**src/rtl/add_nibble_serial.sv**
```systemverilog
// add_nibble_serial: multi-cycle W-bit adder, one 4-bit slice per clock, with an optional signed-overflow flag.
// Define ADD_NIBBLE_SERIAL_OVF_EN to add output V (signed overflow of the last completed sum).
module add_nibble_serial #(
  parameter int N = 4
) (
  input  logic         CLK,
  input  logic         RESET,
  input  logic         START,
  input  logic [4*N-1:0] I0,
  input  logic [4*N-1:0] I1,
  input  logic         CIN,
  output logic [4*N-1:0] O,
  output logic         COUT,
  output logic         BUSY,
  output logic         DONE
`ifdef ADD_NIBBLE_SERIAL_OVF_EN
  ,
  output logic         V
`endif
);
  localparam int W  = 4 * N;
  localparam int KW = (N > 1) ? $clog2(N) : 1;
  typedef enum logic [1:0] {S_IDLE, S_RUN, S_DONE} state_t;
  state_t         state_q, state_d;
  logic [KW-1:0]  k_q, k_d;
  logic [W-1:0]   a_q, a_d, b_q, b_d, sum_q, sum_d, o_q, o_d;
  logic           carry_q, carry_d, cout_q, cout_d;
  logic [4:0]     slice;
  logic           last;
`ifdef ADD_NIBBLE_SERIAL_OVF_EN
  logic           v_q, v_d;
`endif
  always_comb begin
    state_d = state_q;
    k_d     = k_q;
    a_d     = a_q;
    b_d     = b_q;
    carry_d = carry_q;
    sum_d   = sum_q;
    o_d     = o_q;
    cout_d  = cout_q;
`ifdef ADD_NIBBLE_SERIAL_OVF_EN
    v_d     = v_q;
`endif
    slice = {1'b0, a_q[4*k_q +: 4]} + {1'b0, b_q[4*k_q +: 4]} + {4'b0, carry_q};
    last  = k_q == KW'(N - 1);
    if (START && state_q != S_RUN) begin
      a_d     = I0;
      b_d     = I1;
      carry_d = CIN;
      k_d     = '0;
      state_d = S_RUN;
    end else if (state_q == S_RUN) begin
      sum_d[4*k_q +: 4] = slice[3:0];
      carry_d = slice[4];
      k_d     = k_q + KW'(1);
      if (last) begin
        state_d = S_DONE;
        o_d     = sum_d;
        cout_d  = slice[4];
`ifdef ADD_NIBBLE_SERIAL_OVF_EN
        // carry into the MSB is recovered from the MSB sum bit and its operand bits
        v_d     = slice[4] ^ (a_q[W-1] ^ b_q[W-1] ^ slice[3]);
`endif
      end
    end else if (state_q == S_DONE) begin
      state_d = S_IDLE;
    end
  end
  always_ff @(posedge CLK or posedge RESET) begin
    if (RESET) begin
      state_q <= S_IDLE;
      k_q     <= '0;
      a_q     <= '0;
      b_q     <= '0;
      carry_q <= 1'b0;
      sum_q   <= '0;
      o_q     <= '0;
      cout_q  <= 1'b0;
`ifdef ADD_NIBBLE_SERIAL_OVF_EN
      v_q     <= 1'b0;
`endif
    end else begin
      state_q <= state_d;
      k_q     <= k_d;
      a_q     <= a_d;
      b_q     <= b_d;
      carry_q <= carry_d;
      sum_q   <= sum_d;
      o_q     <= o_d;
      cout_q  <= cout_d;
`ifdef ADD_NIBBLE_SERIAL_OVF_EN
      v_q     <= v_d;
`endif
    end
  end
  assign O    = o_q;
  assign COUT = cout_q;
  assign BUSY = state_q == S_RUN;
  assign DONE = state_q == S_DONE;
`ifdef ADD_NIBBLE_SERIAL_OVF_EN
  assign V    = v_q;
`endif
endmodule

```
**config.mk**
```make
export PLATFORM = sky130hd
export DESIGN_NAME = add_nibble_serial
export DESIGN_NICKNAME = d
export VERILOG_FILES = /design/src/rtl/add_nibble_serial.sv
export SDC_FILE = /design/constraint.sdc
export NUM_CORES = 1
export LEC_CHECK = 0
export CAP_MARGIN = 5
export CORE_MARGIN = 5
export CORE_UTILIZATION = 35
export CTS_CLUSTER_DIAMETER = 40
export CTS_CLUSTER_SIZE = 12
export DETAILED_ROUTE_END_ITERATION = 10
export PLACE_DENSITY = 0.52
export SLEW_MARGIN = 30
export SYNTH_ARGS = -nofsm -noshare
export SYNTH_HDL_FRONTEND = slang
export SYNTH_SLANG_ARGS = --single-unit
```
**constraint.sdc**
```tcl
create_clock -name CLK -period 4.67 [get_ports CLK]
set_clock_uncertainty 0.15 [all_clocks]
set_input_delay 0.934 -clock CLK [delete_from_list [all_inputs] [get_ports CLK]]
set_output_delay 0.934 -clock CLK [all_outputs]
set_load 0.01 [all_outputs]
```
== Yosys cells after proc, flatten, opt, wreduce, memory -nomap -nowiden ==
Index checks and enable logic that the tools add are counted.

* Logic and storage cells: 37
* Register bits: 70
* Output and inout bits: 19
* Input bits: 36

* $add $sub $neg: 4
* Bitwise logic cells: 1
* Shift-type cells: 4
* Multiplexer cells: 9
* Reductions and logical operators: 6
* Eq/ne operators: 5

{| class="wikitable"
|+ Operators by type and width
! kind !! number
|-
| $neg 4->34 || 1
|-
| $shift 4x34->16 const A || 1
|-
| $shiftx 4x34->16 || 1
|-
| $shiftx 16x5->4 || 2
|-
| $bwmux 16 || 1
|-
| $mux 2 || 6
|-
| $add 4x4->5 || 1
|-
| $add 5x1->5 || 1
|-
| $eq 2x2->1 const B || 2
|-
| $reduce_and 2->1 || 2
|-
| $ne 3x1->1 const B || 1
|-
| $reduce_and 3->1 || 1
|-
| $reduce_bool 3->1 || 1
|-
| $add 2x1->2 const B || 1
|-
| $eq 2x1->1 const B || 1
|-
| $mux 1 || 2
|-
| $ne 2x1->1 const B || 1
|-
| $reduce_bool 2->1 || 1
|-
| $logic_and 1x1->1 || 1
|-
| $not 1->1 || 1
|}

== Depth between registers and ports, before layout ==
Gate-level depths: netlist (run 1).

* Depth after elaboration: 5
* Gate-level depth with buffers: 7
* Mapped depth without buffers: 6

== Least setup slack after synthesis (run 1) ==
No wires, ideal clock.

* Path kind: reg-to-reg
* From: register k_q[0]
* To: register o_q[2], in the netlist O[2]
* Period minus slack after synthesis: 2818 ps
* Arrival: 2586 ps
* Cell stages (with the launch flop): 8
* Buffers on the path: 1
* Required time: 4437 ps
* Library setup time: 83 ps
* Path slack: 1852 ps
* Cells stage by stage: dfrtp_1 -> buf_4 -> mux4_2 -> fa_1 -> fa_1 -> xor2_1 -> a21oi_1 -> o21ai_0

* Cells in the longest elaborated chain, start to end: 5
* Elaborated cells on any way between the ends: 10
* Those cells by class: add/sub: 3; eq/ne: 1; shift: 4; mux: 1; reduce/logical: 1

{| class="wikitable"
|+ RTL lines
! item !! RTL line !! source
|-
| start, declared || 25 || <nowiki>logic [KW-1:0] k_q, k_d;</nowiki>
|-
| start signal, assigned || 85 || <nowiki>k_q <= k_d;</nowiki>
|-
| $shiftx 16x5->4 || 45 || <nowiki>slice = {1'b0, a_q[4*k_q +: 4]} + {1'b0, b_q[4*k_q +: 4]} + {4'b0, carry_q};</nowiki>
|-
| $add 4x4->5 || 45 ||
|-
| $add 5x1->5 || 45 ||
|-
| $shiftx 4x34->16 || 54 || <nowiki>sum_d[4*k_q +: 4] = slice[3:0];</nowiki>
|-
| $bwmux 16 || 54 ||
|-
| end signal, assigned || 78 || <nowiki>o_q <= '0;</nowiki>
|-
| end signal, assigned || 90 || <nowiki>o_q <= o_d;</nowiki>
|-
| end, declared || 26 || <nowiki>logic [W-1:0] a_q, a_d, b_q, b_d, sum_q, sum_d, o_q, o_d;</nowiki>
|}

Parallel ways exist; a longest one is shown, timed or not.
A chain may end at the register's enable or synchronous reset.

== Worst setup path in the final report (run 1) ==
* From: register k_q[0]
* To: register o_q[14], in the netlist O[14]

Same word-level chain as after synthesis.

==> results of run 1 <==
[worst min path at each step]
stage                                    start              endpoint  depth (start not counted)
after global placement        O[9]$_DFFE_PP0P_      O[9]$_DFFE_PP0P_                          2
after detailed placement     O[10]$_DFFE_PP0P_     O[10]$_DFFE_PP0P_                          2
after global routing      sum_q[8]$_DFFE_PP0P_  sum_q[8]$_DFFE_PP0P_                          1
after floorplan           sum_q[0]$_DFFE_PP0P_  sum_q[0]$_DFFE_PP0P_                          1
after CTS                    O[13]$_DFFE_PP0P_     O[13]$_DFFE_PP0P_                          2
final                        O[10]$_DFFE_PP0P_     O[10]$_DFFE_PP0P_                          2
[routing by layer]
| metal | part of all wire | routed length, um | vias to the layer above |
|---|---|---|---|
| li1 | - | - | 1126 |
| met1 | 0.46 | 3480 | 1151 |
| met2 | 0.48 | 3600 | 66 |
| met3 | 0.054 | 407 | 6 |
| met4 | 0.0095 | 72 | 0 |
| met5 | 0 | 0 | - |
[layout make-up]
cell class,instances,share of cell area
inverters,7,0.00614
clock inverters,5,0.0137
repair buffers,59,0.138
clock buffers,11,0.0330
flip-flops and latches,70,0.409
well taps,133,0.0389
multi-input cells,181,0.361
[tightest hold or removal path, cell delays in order, from the launching register on]
cell and delay, ns:
dfrtp_1 0.34, nand2_1 0.04, o21ai_0 0.06
[sequential cells by signal, summed over array words and instances, names as in the netlist]
name and cells:
b_q 16, k_q 2, carry_q 1, O 16, COUT 1, a_q 16, state_q 2, sum_q 16
[synth_stat cells, drive strengths merged, types with 2 or more instances]
| cell | count | area (um2) |
|---|---|---|
| dfrtp | 70 | 1750 |
| mux2 | 32 | 360 |
| nand2 | 23 | 86.3 |
| a21oi | 19 | 95.1 |
| buf | 15 | 96.3 |
| o21ai | 15 | 75.1 |
| a32o | 12 | 120 |
| o211ai | 12 | 90.1 |
| ha | 11 | 138 |
| nor2b | 10 | 62.6 |
| nand3 | 9 | 45.0 |
| mux4 | 8 | 180 |
| inv | 7 | 26.3 |
| and2b | 5 | 37.5 |
| and4b | 5 | 50.1 |
| clkbuf | 5 | 18.8 |
| or4b | 4 | 40.0 |
| a21o | 3 | 23.8 |
| and4bb | 3 | 37.5 |
| fa | 2 | 40.0 |
[power breakdown]
| part | total [mW] | internal, mW | switching, mW |
|---|---|---|---|
| registers | 1.01 | 0.862 | 0.144 |
| clock network | 0.493 | 0.261 | 0.232 |
| logic | 1.59 | 0.704 | 0.891 |
| total | 3.09 | 1.83 | 1.27 |
[cell families (layout without fill, tap and decap cells)]
family          count (synthesis)  count (layout)  share of synthesized area
compound gates                 64              64                      0.125
xor+xnor                        1               1                    0.00255
fa+ha+maj                      13              13                     0.0517
buf+inv                        27              82                     0.0412
flops                          70              70                      0.510
mux                            40              40                      0.157
simple gates                   63              63                      0.113
[cells in the final DEF, fill, tap and decap left out, types with 2 or more instances in the layout]
master / count
dfrtp_1: 70
clkdlybuf4s50_1: 54
mux2_2: 32
nand2_1: 23
a21oi_1: 19
o21ai_0: 15
o211ai_1: 12
a32o_1: 12
ha_1: 11
clkbuf_8: 10
nor2b_1: 9
nand3_1: 9
mux4_2: 8
inv_1: 6
and4b_1: 5
and2b_1: 5
or4b_1: 4
buf_4: 4
a21o_1: 2
and4bb_1: 2
fa_1: 2
clkinvlp_4: 2
[through the flow]
| step | cells | setup slack (ns) | utilization | cell area (um2) | power, mW |
|---|---|---|---|---|---|
| floorplan | 278 | 1.82 | - | 3430 | 2.14 |
| finish | 466 | 1.56 | 0.442 | 4280 | 3.09 |
| detailed placement | 450 | 1.54 | 0.421 | 4080 | 2.63 |
| global route | 466 | 1.37 | 0.442 | 4280 | 3.32 |
| CTS | 466 | 1.52 | 0.442 | 4280 | 3.14 |
| global placement | 450 | 1.56 | 0.421 | 4080 | 2.61 |
==> metrics.txt, run 1 <==
worst path required time 4.78 ns; Power per Cell Area about 720 nW/um2; crit path kind reg2reg; met2 Usage GRT 0.220; ys flop type dfrtp_1; worst r2r src k_q[0]$_DFFE_PP0P_; CTS Buf Count 9; Fmax achieved 0.321 GHz; Post CTS Setup Buffer Count 0; CTS root buffer clkbuf_8; die area ~12000 um2; Tightest Pin Transition 0.815 ns; clk buf depth 2; Tcrit/Tclk final 0.667; I/O pin count 55; Die Span Y roughly 110 um; Max stage delay on crit path ~0.56 ns; depth of the worst register-to-register path 7; CP delay by family, top adder cells; Tmin final 3.11 ns; max-slew violations 0; EDFF count, synth 0; share of layout cells above drive strength 1 0.195; drt pass-1 iters 4; DRT iter0 DRCs between 60 and 70; reg2reg end O[14]$_DFFE_PP0P_; Syn Area/Cell 12.4 um2; Final Hold Viols 0; max cap viols 0; drt total wl about 7.6 mm; Max VDD drop 318 uV; Fillers 928; GRT met3 Usage 0.0462; Cell variety after synth 33; crit path from k_q[0]$_DFFE_PP0P_; Global Route Usage Sum 0.139; CP max-delay cell mux4_2; area of the multi-input gates 1540 um2; HPWL after DPL 5.34 mm; Nets 377; Seq cells post-synth 70; RSZ-0062 raised after global routing false; DR WL/cell 16.2 um; CP Launch Type flop; cell mode on critical path fa_1; worst skew pair latency 0.35 ns; Crit. End Element flop; routing usage on met1 0.184; Worst path depth 7; Reg area about 1800 um2; Synthesized Nets between 300 and 400; Worst Hold Slack approximately 0.33 ns; post-synthesis async set-or-reset flop share 1.00; CTS tree built; H-Tree Depth 3; Final setup viols 0; clock sink count 70; Routability Congestion 0.801; initial antenna violation count 0; vias after detailed routing around 2300; core region area roughly 9700 um2; hold buffer count at CTS 0; row cnt 36; cts repair resizes 0; vias in the first global route between 2000 and 2500; die width roughly 110 um; initial core utilization 0.355; GR peak layer met2; largest net degree at the start of global routing 37; DRC viols 0; Buffers & Inverters on Critical Path 1; first-pass GRT wire length 12.8 mm; Leak 1.79 nW; Antenna Nets Post-Route 0; sequential fraction of the synthesis area 0.510; Area Growth Syn to Fin 24.6%; Syn. warnings 0; worst hold path class reg2reg; result of the run completed; total global routing overflow 0; final setup TNS 0 ns; Slew headroom 0.456; vias per cell roughly 5; Worst-path clk slew around 0.080 ns; Reg2Reg Setup Slack roughly 1.6 ns; CP Data Arrival Time roughly 3.2 ns; mapped cell area between 3000 and 4000 um2; worst setup path end O[14]$_DFFE_PP0P_; worst-path cell chain buf_4 > mux4_2 > fa_1 > fa_1 > xor2_1 > a21oi_1 > o21ai_0; input/output buffers between 50 and 60; Diodes inserted 0; synthesized instance count between 200 and 300; CP max FO 17
Power figures use the tool's default switching activity.
==> run 2, diff against run 1 <==
--- a/config.mk
+++ b/config.mk
@@ -11,7 +11,7 @@
 export CTS_CLUSTER_DIAMETER = 40
 export CTS_CLUSTER_SIZE = 12
 export DETAILED_ROUTE_END_ITERATION = 10
-export PLACE_DENSITY = 0.52
+export PLACE_DENSITY = 0.54
 export SLEW_MARGIN = 30
 export SYNTH_ARGS = -nofsm -noshare
 export SYNTH_HDL_FRONTEND = slang
==> constraint.sdc (replaced) <==
create_clock -name CLK -period 2.6 [get_ports CLK]
set_clock_uncertainty 0.15 [all_clocks]
set_input_delay 0.52 -clock CLK [delete_from_list [all_inputs] [get_ports CLK]]
set_output_delay 0.52 -clock CLK [all_outputs]
set_load 0.01 [all_outputs]
==> run 2 against run 1 <==
Routed wire length rose by 4.0%. Sequential power is 79% higher. Via count rose by 2.7%. Die area did not move. Setup slack got worse by 1.5 ns. Critical path depth fell by 1. Cell area increased by 4.4%. Critical endpoint is now sum_q[14]$_DFFE_PP0P_.
==> metrics.txt, run 2 (synthesis results as in run 1) <==
CP Launch Type flop; Routability Congestion 0.788 (-1.7%); DR WL/cell 16.4 um (+1.2%); RSZ-0062 raised after global routing true; Fmax achieved 0.392 GHz (+22%); die area 11900 um2 (unchanged); I/O pin count 55 (unchanged); Layout Utilization 0.461 (+0.0196); largest net degree at the start of global routing 36 (-2.7%); die width 109 um (unchanged); Routed met2 length 3.85 mm (+6.8%); share of layout cells above drive strength 1 0.249 (+0.0534); Int Power 3.78 mW (+110%); max cap viols 0 (unchanged); top routing layer used met4; clock network fraction of design power 0.154 (-0.005); switching power 2.49 mW (+96%); Sw Share 0.397 (-0.0125); Final Hold Viols 0 (unchanged); worst skew pair latency 0.35 ns (about the same); Post CTS Setup Buffer Count 0 (unchanged); Tmin final 2.55 ns (-0.561 ns); Reg2Reg Setup Slack 0.05 ns (-1.51 ns); worst hold path class reg2reg; met1 WL 3.43 mm (-1.5%); Nets 390 (+3.4%); Area Growth Syn to Fin 30.1%; input/output buffers 54 (unchanged); Worst-path clk slew 0.08 ns (about the same); final setup TNS 0 ns (unchanged); CTS tree built; Leak 1.86 nW (+4.1%); CP Data Arrival Time 2.64 ns (-0.59 ns); CTS Buf Count 9 (unchanged); row cnt 36 (unchanged); HPWL after DPL 5.63 mm (+5.5%); vias in the first global route 2666 (+10%); vias after detailed routing 2413 (+2.7%); clk buf depth 2 (unchanged); DRT iter0 DRCs 82 (+34%); result of the run completed; Tcrit/Tclk final 0.982 (+0.315); initial antenna violation count 0 (unchanged); commonest non-fill, non-tap cell in the layout dfrtp_1; Power per Cell Area 1400 nW/um2 (+94%); crit path kind reg2reg; drt total wl 7.87 mm (+4.0%); commonest cells after routing, fill and taps aside 69 x dfrtp_1, 54 x clkdlybuf4s50_1, 32 x mux2_2; Die Span Y 109 um (unchanged); first-pass GRT wire length 13.7 mm (+7.1%); Crit. End Element flop; CP max FO 8 (-9); Gate power share 0.557 (+0.042); Final setup viols 0 (unchanged); Setup WS post-layout 0.0465 ns (-1.51 ns); worst path required time 2.69 ns (-2.09 ns); max-slew violations 0 (unchanged); initial core utilization 0.355 (unchanged); Antenna Nets Post-Route 0 (unchanged); H-Tree Depth 3 (unchanged); total global routing overflow 0 (unchanged); dpl ws 0.00612 ns (-1.53 ns); Tightest Pin Transition 0.557 ns (-0.257 ns); Max VDD drop 911 uV (+190%); clock sink count 70 (unchanged); met3 WL 483 um (+19%); core region area 9680 um2 (unchanged); DRC viols 0 (unchanged); vias per cell 5.04 (about the same); Worst Hold Slack 0.327 ns (+0.000524 ns); Global Route Usage Sum 0.149 (+0.00986); CTS root buffer clkbuf_8; Diodes inserted 0 (unchanged); hold buffer count at CTS 0 (unchanged); drt pass-1 iters 4 (unchanged); register share of total power 0.289 (-0.036); Slew headroom 0.628 (+0.172)
## run 2: cell type report
class                   instances  area, um2
multi-input cells             181       1600
clock inverters                 5       83.8
fillers                       925       5220
flip-flops and latches         70       1750
clock buffers                  11        131
inverters                       7       26.3
repair buffers                 72        712
well taps                     133        166
## run 2: power groups by stage
stage	combinational, mW	clock [mW]	sequential [mW]
floorplan	2.22	0	1.79
global placement	3.29	0	1.83
detailed placement	3.31	0	1.84
CTS	3.33	1.00	1.82
global route	3.86	1.04	1.88
finish	3.49	0.967	1.81
## run 2: final timing paths
kind                                    start                     to  depth (start not counted)
setup / recovery           k_q[0]$_DFFE_PP0P_  sum_q[14]$_DFFE_PP0P_                          6
hold reg to reg              O[1]$_DFFE_PP0P_       O[1]$_DFFE_PP0P_                          2
min in group asynchronous               RESET     a_q[1]$_DFFE_PP0P_                          2
hold / removal               O[1]$_DFFE_PP0P_       O[1]$_DFFE_PP0P_                          2
max in group asynchronous               RESET   sum_q[2]$_DFFE_PP0P_                          3
setup reg to reg           k_q[0]$_DFFE_PP0P_  sum_q[14]$_DFFE_PP0P_                          6
## run 2: critical path, stage by stage (launching register included)
cell     delay, ns
dfrtp_2       0.43
mux4_2        0.53
fa_2          0.40
fa_2          0.38
xor2_2        0.16
buf_6         0.14
a32o_1        0.24
## run 2: what timing repair did
action                     in CTS  in global routing
pin swaps                       0                  2
setup endpoints to repair       5                 16
gates resized for setup         1                 12
## run 2: per-layer routing
layer | GRT usage | vias to the layer above
li1 | - | 1150
met1 | 0.188 | 1182
met2 | 0.244 | 72
met3 | 0.0474 | 9
met4 | 0.0469 | 0
met5 | 0 | -
## run 2: per-stage QoR
stage | area (um2) | total power [mW] | instances
after floorplan | 3470 | 4.01 | 278
after global placement | 4220 | 5.12 | 463
after detailed placement | 4220 | 5.15 | 463
after CTS | 4440 | 6.15 | 479
after global routing | 4470 | 6.79 | 479
final | 4470 | 6.26 | 479
==> run 3, diff against run 2 <==
--- a/config.mk
+++ b/config.mk
@@ -12,7 +12,7 @@
 export CTS_CLUSTER_SIZE = 12
 export DETAILED_ROUTE_END_ITERATION = 10
 export PLACE_DENSITY = 0.54
-export SLEW_MARGIN = 30
+export SKIP_LAST_GASP = 1
 export SYNTH_ARGS = -nofsm -noshare
 export SYNTH_HDL_FRONTEND = slang
 export SYNTH_SLANG_ARGS = --single-unit
==> run 3 against run 2 <==
Cell area decreased by 0.39%. Worst hold slack about the same. Combinational power decreased by 3%. Count of clock-buffer cells in the layout unchanged. Routed wire length decreased by 0.39%. Global-route usage unchanged. Sequential power about the same. Total power decreased by 1.6%. Via count decreased by 0.62%. Non-clock buffer count unchanged. Die area unchanged. Critical endpoint is now O[11]$_DFFE_PP0P_.
==> metrics.txt, run 3 (synthesis results as in run 1) <==
max-slew violations 0 (unchanged); CP Data Arrival Time 2.67 ns (+0.03 ns); worst path required time 2.73 ns (+0.04 ns); Setup WS post-layout 0.0618 ns (+0.0153 ns); initial core utilization 0.355 (unchanged); Layout Utilization 0.460 (-0.00181); routing usage on met1 0.188 (unchanged); met2 Usage GRT 0.244 (unchanged); H-Tree Depth 3 (unchanged); vias in the first global route 2666 (unchanged); Gate power share 0.550 (-0.007); Diodes inserted 0 (unchanged); RSZ-0062 raised after global routing true; switching power 2.44 mW (-1.9%); worst r2r src k_q[0]$_DFFE_PP0P_; GR peak layer met2; share of layout cells above drive strength 1 0.249 (unchanged); clock network fraction of design power 0.157 (+0.003); Die Span Y 109 um (unchanged); input/output buffers 54 (unchanged); Tcrit/Tclk final 0.976 (-0.00590); CTS root buffer clkbuf_8; clock sink count 70 (unchanged); row cnt 36 (unchanged); depth of the worst register-to-register path 6 (unchanged); crit path from k_q[0]$_DFFE_PP0P_; Antenna Nets Post-Route 0 (unchanged); Tightest Pin Transition 0.557 ns (+0.0000865 ns); Crit. End Element flop; die width 109 um (unchanged); Area Growth Syn to Fin 29.6%; total global routing overflow 0 (unchanged); hold buffer count at CTS 0 (unchanged); largest net degree at the start of global routing 36 (unchanged); Sw Share 0.396 (-0.00103); DR WL/cell 16.4 um (-0.39%); Power per Cell Area 1380 nW/um2 (-1.2%); commonest non-fill, non-tap cell in the layout dfrtp_1; first-pass GRT wire length 13.7 mm (unchanged); GRT met3 Usage 0.0474 (unchanged); number of cells on the worst hold path 2 (unchanged); DRT iter0 DRCs 83 (+1.2%); vias per cell 5.01 (-0.62%); I/O pin count 55 (unchanged); result of the run completed; crit path kind reg2reg; CP Launch Type flop; max cap viols 0 (unchanged); dpl ws 0.00612 ns (unchanged); DRC viols 0 (unchanged); total power 6.16 mW (-1.6%); Nets 390 (unchanged); Int Power 3.72 mW (-1.4%); drt pass-1 iters 4 (unchanged); Leak 1.86 nW (-0.11%); Worst Hold Slack 0.327 ns (-0.000342 ns); Final setup viols 0 (unchanged); drt total wl 7.84 mm (-0.39%); worst hold path class reg2reg; Max VDD drop 908 uV (-0.37%); CTS Buf Count 9 (unchanged); initial antenna violation count 0 (unchanged); worst skew pair latency 0.35 ns (about the same); Post-Layout Cell Count 479 (unchanged); Global Route Usage Sum 0.149 (unchanged); commonest cells after routing, fill and taps aside 69 x dfrtp_1, 54 x clkdlybuf4s50_1, 32 x mux2_2; core region area 9680 um2 (unchanged); register share of total power 0.293 (+0.004); vias after detailed routing 2398 (-0.62%); Fmax achieved 0.394 GHz (+0.60%); HPWL after DPL 5.63 mm (unchanged); Tmin final 2.54 ns (-0.0153 ns); Routability Congestion 0.788 (unchanged); Placed Instances 463 (unchanged); Worst-path clk slew 0.08 ns (about the same); CTS tree built; die area 11900 um2 (unchanged); Slew headroom 0.628 (about the same); Hold Startpoint O[1]$_DFFE_PP0P_; CP max FO 10 (+2); Post CTS Setup Buffer Count 0 (unchanged); Final Hold Viols 0 (unchanged); clk buf depth 2 (unchanged)
-- run 3: cell count changes in the layout (fill, tap and decap cells not counted) --
cell,change
a21o_2,+1
a21o_4,-1
a21oi_2,+1
a21oi_4,-1
buf_4,+1
buf_6,-1
o21ai_0,+2
o21ai_1,-2
-- run 3: power by group through the flow --
stage / registers [mW] / logic, mW / clock network, mW
after floorplan: 1.79 / 2.22 / 0
after global placement: 1.83 / 3.29 / 0
after detailed placement: 1.84 / 3.31 / 0
after CTS: 1.82 / 3.33 / 1.00
after global routing: 1.88 / 3.75 / 1.04
final: 1.81 / 3.39 / 0.965
-- run 3: cell type report --
cell class                      count  area [um2]
Fill cell                         928        5230
Multi-Input combinational cell    181        1580
Tap cell                          133         166
Timing Repair Buffer               72         708
Inverter                            7        26.3
Clock inverter                      5        83.8
Clock buffer                       11         131
Sequential cell                    70        1750
-- run 3: per-stage QoR --
| step | TNS, ns | instance area, um2 |
|---|---|---|
| floorplan | 0 | 3470 |
| global placement | 0 | 4220 |
| detailed placement | 0 | 4220 |
| CTS | 0 | 4440 |
| global route | -0.332 | 4450 |
| finish | 0 | 4450 |
-- run 3: critical path, stage by stage (launching register included) --
cell and delay [ns]:
dfrtp_2 0.42, buf_4 0.18, mux4_2 0.54, ha_4 0.29, a21o_2 0.28, or4b_1 0.52
nand3_1 0.09
-- run 3: path summary, 6_finish.rpt --
check	endpoint	slack, ns
min reg2reg	O[1]$_DFFE_PP0P_	0.33
min in group asynchronous	b_q[0]$_DFFE_PP0P_	0.39
min	O[1]$_DFFE_PP0P_	0.33
max	O[11]$_DFFE_PP0P_	0.06
max reg2reg	O[11]$_DFFE_PP0P_	0.06
max in group asynchronous	sum_q[2]$_DFFE_PP0P_	1.34
-- run 3: repair_timing --
item / in CTS / in global routing
resized for setup: 1 / 7
hold endpoints to repair: 0 / 0
setup endpoints to repair: 5 / 16
pin swaps: 0 / 0
-- run 3: routing by layer --
| layer | vias to the layer above | part of all wire |
|---|---|---|
| met4 | 0 | 0.014 |
| li1 | 1147 | - |
| met2 | 70 | 0.49 |
| met5 | - | 0 |
| met1 | 1172 | 0.44 |
| met3 | 9 | 0.063 |
